===== config.mk =====
export PLATFORM = sky130hd
export DESIGN_NAME = rtl_sadd_arbiter
export DESIGN_NICKNAME = d
export VERILOG_FILES = /design/src/rtl/rtl_sadd_arbiter.sv
export SDC_FILE = /design/constraint.sdc
export NUM_CORES = 1
export LEC_CHECK = 0
export BUFFER_PORTS_ARGS = -buffer_cell sky130_fd_sc_hd__buf_2
export CORE_AREA = 2 2 195 197
export DETAILED_ROUTE_END_ITERATION = 10
export DIE_AREA = 0 0 197 199
export GPL_TIMING_DRIVEN = 0
export PLACE_DENSITY = 0.42
export SETUP_SLACK_MARGIN = 0.3
export SKIP_CTS_REPAIR_TIMING = 1
export SLEW_MARGIN = 10
export SYNTH_ARGS = -nofsm -noshare
export SYNTH_HDL_FRONTEND = slang
export SYNTH_SLANG_ARGS = --single-unit

===== constraint.sdc =====
create_clock -name ap_clk -period 3.3 [get_ports ap_clk]
set_clock_uncertainty 0.1 [all_clocks]
set_input_delay 0.165 -clock ap_clk [delete_from_list [all_inputs] [get_ports ap_clk]]
set_output_delay 0.165 -clock ap_clk [all_outputs]
set_load 0.01 [all_outputs]

===== src/rtl/rtl_sadd_arbiter.sv =====
// Round-robin issue controller sharing one pipelined adder among N_REQ requesters.
// A tag pipeline tracks the owner of each in-flight op; results land in per-requester slots.
module rtl_sadd_arbiter #(
   parameter int N_REQ = 4,
   parameter int W     = 32,
   parameter int LAT   = 2
) (
   input  logic               ap_clk,
   input  logic               ap_rst_n,
   input  logic               en,
   input  logic [N_REQ-1:0]   req_vld,
   input  logic [N_REQ*W-1:0] req_a,
   input  logic [N_REQ*W-1:0] req_b,
   output logic [N_REQ-1:0]   req_gnt,
   output logic [N_REQ-1:0]   rsp_vld,
   output logic [N_REQ*W-1:0] rsp_data,
   input  logic [N_REQ-1:0]   rsp_rdy,
   output logic               err,
   output logic               sa_rst,
   output logic               sa_ce,
   output logic               sa_start,
   output logic               sa_continue,
   output logic [W-1:0]       sa_a,
   output logic [W-1:0]       sa_b,
   input  logic               sa_done,
   input  logic [W-1:0]       sa_z
);

   localparam int IDW = (N_REQ > 1) ? $clog2(N_REQ) : 1;

   logic [IDW-1:0]            ptr_q, ptr_d;
   logic [N_REQ-1:0]          infl_q, infl_d;
   logic [N_REQ-1:0]          rsp_vld_q, rsp_vld_d;
   logic [N_REQ-1:0][W-1:0]   rsp_data_q;
   logic                      err_q, err_d;
   logic                      srst_q;
   logic [1:0]                srst_cnt_q;
   logic [LAT-1:0]            tag_vld_q;
   logic [LAT-1:0][IDW-1:0]   tag_id_q;

   logic [N_REQ-1:0]          elig;
   logic                      gnt_any;
   logic [IDW-1:0]            gnt_id;
   logic                      last_vld;
   logic [IDW-1:0]            last_id;
   logic                      wb;

   // Busy covers both an op in flight and an undrained slot: one outstanding op per requester.
   always_comb begin : arb
      int unsigned j;
      elig    = req_vld & ~(infl_q | rsp_vld_q);
      gnt_any = 1'b0;
      gnt_id  = '0;
      j       = 0;
      if (en && !srst_q) begin
         for (int k = 0; k < N_REQ; k++) begin
            j = (int'(ptr_q) + k) % N_REQ;
            if (!gnt_any && elig[j]) begin
               gnt_any = 1'b1;
               gnt_id  = IDW'(j);
            end
         end
      end
   end

   always_comb begin
      req_gnt = '0;
      if (gnt_any) req_gnt[gnt_id] = 1'b1;
   end

   assign sa_start    = gnt_any;
   assign sa_a        = gnt_any ? req_a[int'(gnt_id)*W +: W] : '0;
   assign sa_b        = gnt_any ? req_b[int'(gnt_id)*W +: W] : '0;
   assign sa_ce       = en;
   assign sa_continue = 1'b1;
   assign sa_rst      = srst_q;

   assign last_vld = tag_vld_q[LAT-1];
   assign last_id  = tag_id_q[LAT-1];
   assign wb       = en && last_vld;

   always_comb begin
      ptr_d = ptr_q;
      if (gnt_any) ptr_d = (int'(gnt_id) == N_REQ-1) ? '0 : gnt_id + 1'b1;
      infl_d    = infl_q;
      rsp_vld_d = rsp_vld_q & ~rsp_rdy;
      if (wb) begin
         infl_d[last_id]    = 1'b0;
         rsp_vld_d[last_id] = 1'b1;
      end
      if (gnt_any) infl_d[gnt_id] = 1'b1;
      err_d = err_q | (en & ~srst_q & (sa_done ^ last_vld));
   end

   always_ff @(posedge ap_clk or negedge ap_rst_n) begin
      if (!ap_rst_n) begin
         ptr_q      <= '0;
         infl_q     <= '0;
         rsp_vld_q  <= '0;
         rsp_data_q <= '0;
         err_q      <= 1'b0;
         srst_q     <= 1'b1;
         srst_cnt_q <= 2'd0;
         tag_vld_q  <= '0;
         tag_id_q   <= '0;
      end else begin
         ptr_q     <= ptr_d;
         infl_q    <= infl_d;
         rsp_vld_q <= rsp_vld_d;
         err_q     <= err_d;
         // Adder reset is stretched two cycles past release of ap_rst_n.
         if (srst_q) begin
            srst_cnt_q <= srst_cnt_q + 2'd1;
            if (srst_cnt_q == 2'd1) srst_q <= 1'b0;
         end
         if (srst_q) begin
            tag_vld_q <= '0;
         end else if (en) begin
            tag_vld_q[0] <= gnt_any;
            tag_id_q[0]  <= gnt_id;
            for (int s = 1; s < LAT; s++) begin
               tag_vld_q[s] <= tag_vld_q[s-1];
               tag_id_q[s]  <= tag_id_q[s-1];
            end
         end
         if (wb) rsp_data_q[last_id] <= sa_z;
      end
   end

   assign rsp_vld  = rsp_vld_q;
   assign rsp_data = rsp_data_q;
   assign err      = err_q;

endmodule

==> impl_metrics.tcl, run 1 <==
set metrics [dict create \
    dr.pass1.iters 4 \
    p_clk_share_pct 15.5 \
    layout_common_cells "486 x buf_2, 146 x dfrtp_1, 128 x mux2_2" \
    clkTransAtPathRegs_ns 0.06 \
    syn-num-nets 902 \
    boundaryPins 505 \
    via_count 7299 \
    cp-start-kind "flop" \
    rsz0062_at_grt "true" \
    max_clock_freq_mhz 317 \
    pwr-share-seq_pct 26.0 \
    layout_commonest_cell "buf_2" \
    tns_ns 0 \
    hpwl_um 27700 \
    netlist_instances 597 \
    root_buffer "clkbuf_16" \
    die_height_um 199 \
    num-fill-cells 3812 \
    irDropWorstVdd_mv 0.341 \
    power_frac_comb_pct 58.5 \
    power_density_nw_per_um2 936 \
    synth.area.mux_share_pct 35.2 \
    critical_path_arrival_ns 2.89 \
    post_drt_wl_per_cell_um 21.1 \
    crit_required_ns 3.03 \
    critical_path_class "flop to primary output" \
    ff_latch_area_um2 3710 \
    die_x_um 197 \
    synth_compound_area_share_pct 7.47 \
    clk_path_buf_depth 2 \
    critPathMaxFanout 8 \
    place_congestion 0.787 \
    cts_buffers 17 \
    fin_crit_sh_pct 95.6 \
    die_area_um2 39200 \
    setup_viol 0 \
    relSlewSlack_pct 47.7 \
    multi_input_area_um2 4210 \
    layout_min_cycle_time_ns 3.15 \
    synth-xor-area-share_pct 0.226 \
    via_per_inst 4.38 \
    synthAdderAreaFrac_pct 0.806 \
    finalHoldViolCount 0 \
    hp-class "input port to flop" \
    nNetsFinal 1483 \
    grt_first_pass_wirelength_um 46800 \
    cts_sinks 148 \
    areaGrowthSynthToFinish_pct 66.3 \
    gr-total-overflow 0 \
    wirelength_um 35100 \
    syn-cell-area_um2 7760 \
    syn_area_per_cell_um2 13.0 \
    htreeDepth 4 \
    post-route-drc-count 0 \
    io_buffer_count 502 \
    synth_seq_cells 148 \
    drtIter0Drc 196 \
    worst_pin_slew_ns 0.785 \
    cap_violations 0 \
    fp-row-count 71 \
    coreArea_um2 37100 \
    ant_nets 0 \
    p_leak_nw 6.60 \
    grt_pass1_vias 7161 \
    synth_cell_type_count 42 \
    intPower_w 0.00724 \
    synth-simple-area-share_pct 3.03 \
    drive_gt1_share_pct 65.5 \
    status "completed" \
    cts_tree "yes" \
    p_sw_share_pct 40.1 \
    synth_top_family_by_area "multiplexers" \
    clock_latency_ns 0.42 \
    initial_core_util_pct 20.9 \
    grtUsageTotal_pct 16.3 \
    grt_max_degree 76 \
    end_kind "primary output" \
    ys_seq_area_share_pct 47.8 \
    holdWs_ns 0.0512 \
    p_switching_w 0.00484 \
    yosysWarnings 0 \
    slew_violations 0 \
    antenna_found_initial 2 \
]
==> critical path, cell delays in order, from the launching register on <==
cell and delay, ns:
dfrtp_1 0.38, or3b_4 0.40, o31a_1 0.28, o311ai_4 0.32, buf_12 0.17, clkbuf_16 0.19
clkbuf_16 0.17, mux2i_1 0.24, o22ai_2 0.14, buf_2 0.18
==> worst paths after layout <==
path / depth (start not counted) / slack, ns / to / from
worst min register to register: 1 / 0.36 / err / err
min in group asynchronous: 2 / 0.20 / rsp_data[45] / ap_rst_n
worst min-delay path: 3 / 0.05 / tag_vld_q[0] / en
worst max-delay path: 9 / 0.15 / sa_a[24] / rsp_vld[2]
max in group asynchronous: 3 / 2.10 / rsp_vld[0] / ap_rst_n
worst max register to register: 10 / 0.68 / infl_q[1] / rsp_vld[2]
==> area by class of cell <==
class	count	area share (%)
multi-input combinational	396	32.6
sequential	148	28.7
timing repair buffer	562	26.0
tap	474	4.60
buffer	44	3.42
clock buffer	17	3.30
clock inverter	14	1.07
inverter	9	0.262
antenna	1	0.0194
==> state kept, by name (all words and copies together), names as in the netlist <==
register,count
err,1
infl_q,4
last_id,2
ptr_q,2
rsp_data,128
rsp_vld,4
sa_rst,1
srst_cnt_q,2
tag_id_q,2
tag_vld_q,2
==> through the flow <==
step                      instance area [µm²]  cells  power, W  utilization (%)  setup slack (ns)
after floorplan                          7760    597   0.00655                -             0.700
after global placement                  10900   1573   0.00910             29.3            -0.688
after detailed placement                10900   1574   0.00916             29.4            -0.684
after CTS                               11500   1605    0.0111             30.9             -1.15
after global routing                    12900   1665    0.0128             34.7            0.0854
final                                   12900   1665    0.0121             34.7             0.145
==> cells in the mapped netlist, drive strengths merged <==
library cell	n	area (µm²)
a211oi	1	7.51
nor3	1	5.00
mux2	128	1440
a21o	5	37.5
or3b	2	20.0
nand2	16	60.1
or2b	1	7.51
clkbuf	25	93.8
ha	5	62.6
dfrtp	147	3680
and2	4	25.0
o21ai	7	35.0
nor2	9	36.3
nand4	1	6.26
dfstp	1	26.3
nor3b	4	40.0
nand2b	1	6.26
o211ai	1	7.51
a21boi	1	7.51
o2111ai	1	8.76
a21oi	3	15.0
nand3	2	10.0
or3	1	6.26
xor2	2	17.5
o32a	1	10.0
mux2i	129	1290
o31a	1	8.76
inv	9	33.8
o311ai	1	26.3
conb	1	3.75
o221ai	1	15.0
o22ai	64	400
nor2b	2	12.5
bufbuf	4	75.1
buf	15	220
==> logic make-up after synthesis <==
group	after synthesis
adders and majority gates	5
and+or+nand+nor	44
DFF	148
xor gates and xnor gates	2
muxes	257
AOI/OAI and AO/OA	87
other	1
buffers and inverters	53
==> layer usage <==
| layer | track usage, % | share of wire [%] |
|---|---|---|
| met5 | 0 | 0.026 |
| met4 | 5.96 | 3.7 |
| met3 | 4.70 | 7.8 |
| met2 | 29.1 | 51 |
| met1 | 18.4 | 37 |
==> power groups by stage <==
stage / registers [W] / clock network [W] / logic (W)
4_1_cts: 0.00314 / 0.00193 / 0.00602
5_1_grt: 0.00327 / 0.00202 / 0.00752
3_5_place_dp: 0.00315 / 0 / 0.00600
2_1_floorplan: 0.00355 / 0 / 0.00301
3_3_place_gp: 0.00312 / 0 / 0.00598
6_report: 0.00314 / 0.00187 / 0.00707
(Power assumes the default switching activity.)
==> run 2, diff against run 1 <==
--- a/config.mk
+++ b/config.mk
@@ -5,12 +5,14 @@
 export SDC_FILE = /design/constraint.sdc
 export NUM_CORES = 1
 export LEC_CHECK = 0
+export ABC_AREA = 0
 export BUFFER_PORTS_ARGS = -buffer_cell sky130_fd_sc_hd__buf_2
-export CORE_AREA = 2 2 195 197
+export CORE_ASPECT_RATIO = 0.5
+export CORE_MARGIN = 2
+export CORE_UTILIZATION = 25
 export DETAILED_ROUTE_END_ITERATION = 10
-export DIE_AREA = 0 0 197 199
 export GPL_TIMING_DRIVEN = 0
-export PLACE_DENSITY = 0.42
+export PLACE_DENSITY = 0.48
 export SETUP_SLACK_MARGIN = 0.3
 export SKIP_CTS_REPAIR_TIMING = 1
 export SLEW_MARGIN = 10
==> constraint.sdc (replaced) <==
create_clock -name ap_clk -period 3.3 [get_ports ap_clk]
set_clock_uncertainty 0.1 [all_clocks]
set_input_delay 0.165 -clock ap_clk [delete_from_list [all_inputs] [get_ports ap_clk]]
set_output_delay 0.165 -clock ap_clk [all_outputs]
set_load 0.05 [all_outputs]
==> run 2 against run 1 <==
- combinational power grew 78%
- die area shrank 17%
- utilization increased by 13 points
- critical endpoint is now sa_b[2]
- count of clock-buffer cells in the layout grew 6
- hold slack got worse by 0.013 ns
- first-iteration DRC count up 38%
- critical path type unchanged
- the flow now finishes with violations (setup timing)
- sequential share of layout area down 3.3 points
- flip-flop and latch count did not move
- via count increased by 1.7%
- global-route usage rose by 3.3 points
==> impl_metrics.tcl, run 2 (same netlist as run 1, synthesis figures left out) <==
set metrics [dict create \
    ant_nets 0 \
    gr-total-overflow 0 \
    die_height_um 129 \
    violations "setup timing" \
    layout_setup_ws_ns -0.00803 \
    grtUsageTotal_pct 19.6 \
    cts_tree "yes" \
    cap_violations 0 \
    critical_path_class "flop to primary output" \
    ff2ff_setup_slack_ns 0.57 \
    p_leak_nw 6.62 \
    grt_first_pass_wirelength_um 46800 \
    boundaryPins 505 \
    via_per_inst 4.63 \
    power_density_nw_per_um2 1220 \
    dr.pass1.iters 6 \
    die_area_um2 32500 \
    areaGrowthSynthToFinish_pct 87.6 \
    relSlewSlack_pct 49.4 \
    coreArea_um2 30400 \
    drtIter0Drc 271 \
    drive_gt1_share_pct 75.0 \
    cpMaxStageDelayCell "dfrtp_2" \
    layout_common_cells "450 x buf_2, 146 x dfrtp_1, 128 x mux2_2" \
    status "finished, violations left" \
    grt_pass1_vias 7074 \
    clock_latency_ns 0.42 \
    clk_path_buf_depth 2 \
    place_congestion 0.906 \
    initial_core_util_pct 25.5 \
    critPathMaxFanout 10 \
    slew_violations 0 \
    fp-row-count 45 \
    io_buffer_count 502 \
    cp-start-kind "flop" \
    nNetsFinal 1493 \
    worst_pin_slew_ns 0.760 \
    post-route-drc-count 0 \
    irDropWorstVdd_mv 0.480 \
    root_buffer "clkbuf_16" \
    path_cells "or3b_4, o31a_1, o311ai_4, buf_12, buf_16, buf_12, mux2i_1, o22ai_4, buf_2" \
    cp_slowest_stage_delay_ns 0.42 \
    critical_path_arrival_ns 3.04 \
    htreeDepth 4 \
    rsz0062_at_grt "true" \
    cts_sinks 148 \
    antenna_found_initial 3 \
    holdWs_ns 0.0380 \
    preCtsSetupSlack_ns -0.368 \
    setup_viol 1 \
    fin_util_pct 47.9 \
    clkTransAtPathRegs_ns 0.06 \
    die_x_um 253 \
    largest_reg_flops 128 \
    layout_min_cycle_time_ns 3.31 \
    cts_buffers 17 \
    max_clock_freq_mhz 302 \
    finalHoldViolCount 0 \
    end_kind "primary output" \
    wirelength_um 34600 \
    hpwl_um 27700 \
    post_drt_wl_per_cell_um 21.6 \
    cpMostUsedCell "buf_12" \
    grt_max_degree 110 \
    total_power_w 0.0178 \
    crit_required_ns 3.03 \
    layout_commonest_cell "buf_2" \
    hp-class "input port to flop" \
    via_count 7422 \
    fin_crit_sh_pct 100 \
]
==> run 2: changes by cell type in the layout (fill, tap and decap cells not counted), moves of 20 or more <==
cell,change
mux2i_1,-72
buf_6,+32
buf_2,-36
mux2i_2,+20
o22ai_1,-45
mux2i_4,+52
o22ai_4,+45
==> run 2: cell type report <==
type	count	area, µm²
sequential	148	3710
buffer	44	492
timing repair buffer	572	3680
tap	399	499
inverter	9	33.8
antenna	4	10.0
fill	2792	15900
clock inverter	9	130
clock buffer	23	468
multi-input combinational	396	5540
==> run 2: path summary, 6_finish.rpt <==
kind,start,to,depth (start not counted)
hold / removal,en,tag_vld_q[0],2
setup / recovery,rsp_vld[2],sa_b[2],9
setup reg to reg,rsp_vld[2],infl_q[3],10
hold reg to reg,err,err,1
min in group asynchronous,ap_rst_n,rsp_data[17],2
max in group asynchronous,ap_rst_n,rsp_vld[2],3
==> run 2: routing by layer <==
metal  global-route usage, %  part of all wire, %
met5                       0                0.058
met4                    4.25                  1.4
met2                    37.1                   55
met1                    23.6                   40
met3                    2.77                  3.4
==> run 2: critical path: cells and delay by family, from the launching register on <==
| kind | cells | cell delay, ns |
|---|---|---|
| flops | 1 | 0.42 |
| simple gates | 1 | 0.41 |
| mux | 1 | 0.36 |
| buf+inv | 4 | 0.72 |
| compound gates | 3 | 0.72 |
==> run 2: metrics by stage <==
step | area, µm² | TNS, ns | instances
6_report | 14600 | -0.00803 | 1604
3_5_place_dp | 11600 | -6.63 | 1499
4_1_cts | 12200 | -36.19 | 1531
5_1_grt | 14500 | -0.672 | 1602
3_3_place_gp | 11600 | -28.64 | 1498
2_1_floorplan | 8580 | 0 | 597
==> run 2: where the power goes <==
group / leakage (nW) / switching [W] / internal [W] / total [W]
combinational: 4.56 / 0.00793 / 0.00471 / 0.0126
clock: 0.291 / 0.000737 / 0.00123 / 0.00197
sequential: 1.77 / 0.000461 / 0.00270 / 0.00316
total: 6.62 / 0.00913 / 0.00864 / 0.0178
==> run 3, diff against run 2 <==
--- a/config.mk
+++ b/config.mk
@@ -7,12 +7,15 @@
 export LEC_CHECK = 0
 export ABC_AREA = 0
 export BUFFER_PORTS_ARGS = -buffer_cell sky130_fd_sc_hd__buf_2
+export CELL_PAD_IN_SITES_DETAIL_PLACEMENT = 1
+export CELL_PAD_IN_SITES_GLOBAL_PLACEMENT = 1
 export CORE_ASPECT_RATIO = 0.5
 export CORE_MARGIN = 2
 export CORE_UTILIZATION = 25
+export CTS_BUF_LIST = sky130_fd_sc_hd__clkbuf_16
 export DETAILED_ROUTE_END_ITERATION = 10
 export GPL_TIMING_DRIVEN = 0
-export PLACE_DENSITY = 0.48
+export PLACE_DENSITY = 0.63
 export SETUP_SLACK_MARGIN = 0.3
 export SKIP_CTS_REPAIR_TIMING = 1
 export SLEW_MARGIN = 10
==> run 3 against run 2 <==
- the flow now finishes without violations
- setup slack improved by 0.012 ns
- maximum frequency increased by 0.35%
- global-route usage increased by 1.8 points
- hold slack improved by 0.0081 ns
- combinational power decreased by 3%
- sequential power increased by 1%
- critical path type unchanged
- largest cell class unchanged
==> impl_metrics.tcl, run 3 (same netlist as run 1, synthesis figures left out) <==
set metrics [dict create \
    status "completed" \
    hp-class "input port to flop" \
    clkTransAtPathRegs_ns 0.06 \
    grt_first_pass_wirelength_um 51300 \
    layout_common_cells "465 x buf_2, 146 x dfrtp_1, 128 x mux2_2" \
    coreArea_um2 30400 \
    antenna_found_initial 9 \
    clock_latency_ns 0.42 \
    die_height_um 129 \
    max_clock_freq_mhz 303 \
    fin_crit_sh_pct 99.9 \
    slew_violations 0 \
    critical_path_class "flop to primary output" \
    nNetsFinal 1484 \
    holdWs_ns 0.0462 \
    layout_commonest_cell "buf_2" \
    holdPathStages 2 \
    boundaryPins 505 \
    relSlewSlack_pct 44.7 \
    cap_violations 0 \
    post_drt_wl_per_cell_um 23.7 \
    grt_pass1_vias 7726 \
    cts_buffers 17 \
    cts_sinks 148 \
    total_power_w 0.0173 \
    root_buffer "clkbuf_16" \
    place_congestion 0.967 \
    drive_gt1_share_pct 74.5 \
    clk_path_buf_depth 2 \
    fp-row-count 45 \
    grtUsageTotal_pct 21.4 \
    via_count 7608 \
    die_area_um2 32500 \
    htreeDepth 4 \
    areaGrowthSynthToFinish_pct 81.1 \
    critical_path_arrival_ns 3.03 \
    setup_viol 0 \
    crit_required_ns 3.03 \
    end_kind "primary output" \
    cts_tree "yes" \
    r2r_cells 11 \
    irDropWorstVdd_mv 0.588 \
    finalHoldViolCount 0 \
    critPathMaxFanout 10 \
    placement.cell_area_um2 11600 \
    grt_max_degree 93 \
    power_density_nw_per_um2 1230 \
    worst_pin_slew_ns 0.829 \
    p_leak_nw 6.50 \
    io_buffer_count 502 \
    initial_core_util_pct 25.5 \
    die_x_um 253 \
    ant_nets 0 \
    via_per_inst 4.76 \
    dr.pass1.iters 4 \
    rsz0062_at_grt "true" \
    gr-total-overflow 0 \
    cp-start-kind "flop" \
    fin_util_pct 46.2 \
    layout_min_cycle_time_ns 3.30 \
    num-fill-cells 3248 \
    final_area_um2 14100 \
    hpwl_um 30100 \
    wirelength_um 37900 \
    largest_reg_flops 128 \
    drtIter0Drc 225 \
    post-route-drc-count 0 \
]
run 3: metal layers:
metal / part of all wire (%) / GRT usage (%) / routed length [µm]
met3: 4.7 / 3.88 / 1790
met4: 2.1 / 5.78 / 796
met1: 39 / 24.9 / 14700
met2: 54 / 40.5 / 20500
met5: 0.11 / 0 / 41
run 3: worst paths after layout:
kind	slack [ns]	start	to
worst max-delay path	0.004	infl_q[2]	sa_b[16]
worst min-delay path	0.05	en	tag_vld_q[0]
worst max register to register	0.56	infl_q[2]	infl_q[1]
worst min register to register	0.36	err	err
max in group asynchronous	2.08	ap_rst_n	sa_rst
min in group asynchronous	0.19	ap_rst_n	rsp_data[90]
run 3: area by class of cell:
cell class | instances | area [µm²] | area share, %
Buffer | 44 | 463 | 3.29
Clock buffer | 17 | 425 | 3.03
Clock inverter | 15 | 165 | 1.18
Timing Repair Buffer | 563 | 3390 | 24.1
Multi-Input combinational cell | 396 | 5340 | 38.0
Tap cell | 399 | 499 | 3.55
Antenna cell | 8 | 20.0 | 0.142
Sequential cell | 148 | 3710 | 26.4
Inverter | 9 | 41.3 | 0.294
run 3: critical path: stages, from the launching register on:
cell,delay [ns]
dfrtp_1,0.42
or3b_4,0.43
o31a_1,0.28
o311ai_4,0.32
buf_12,0.17
clkbuf_16,0.17
buf_12,0.18
mux2i_1,0.30
o22ai_4,0.11
buf_2,0.22
run 3: stage by stage:
step	setup slack [ns]	instances	setup TNS (ns)
finish	0.00364	1599	0
global route	-0.0869	1594	-2.60
CTS	-0.676	1531	-34.48
detailed placement	-0.216	1499	-4.72
global placement	-0.409	1498	-23.07
floorplan	0.229	597	0
run 3: power breakdown:
part	internal (W)	switching [W]	leakage, nW	total [W]
Clock	0.00118	0.000767	0.289	0.00195
Combinational	0.00426	0.00792	4.45	0.0122
Sequential	0.00270	0.000497	1.77	0.00320
Total	0.00815	0.00918	6.50	0.0173
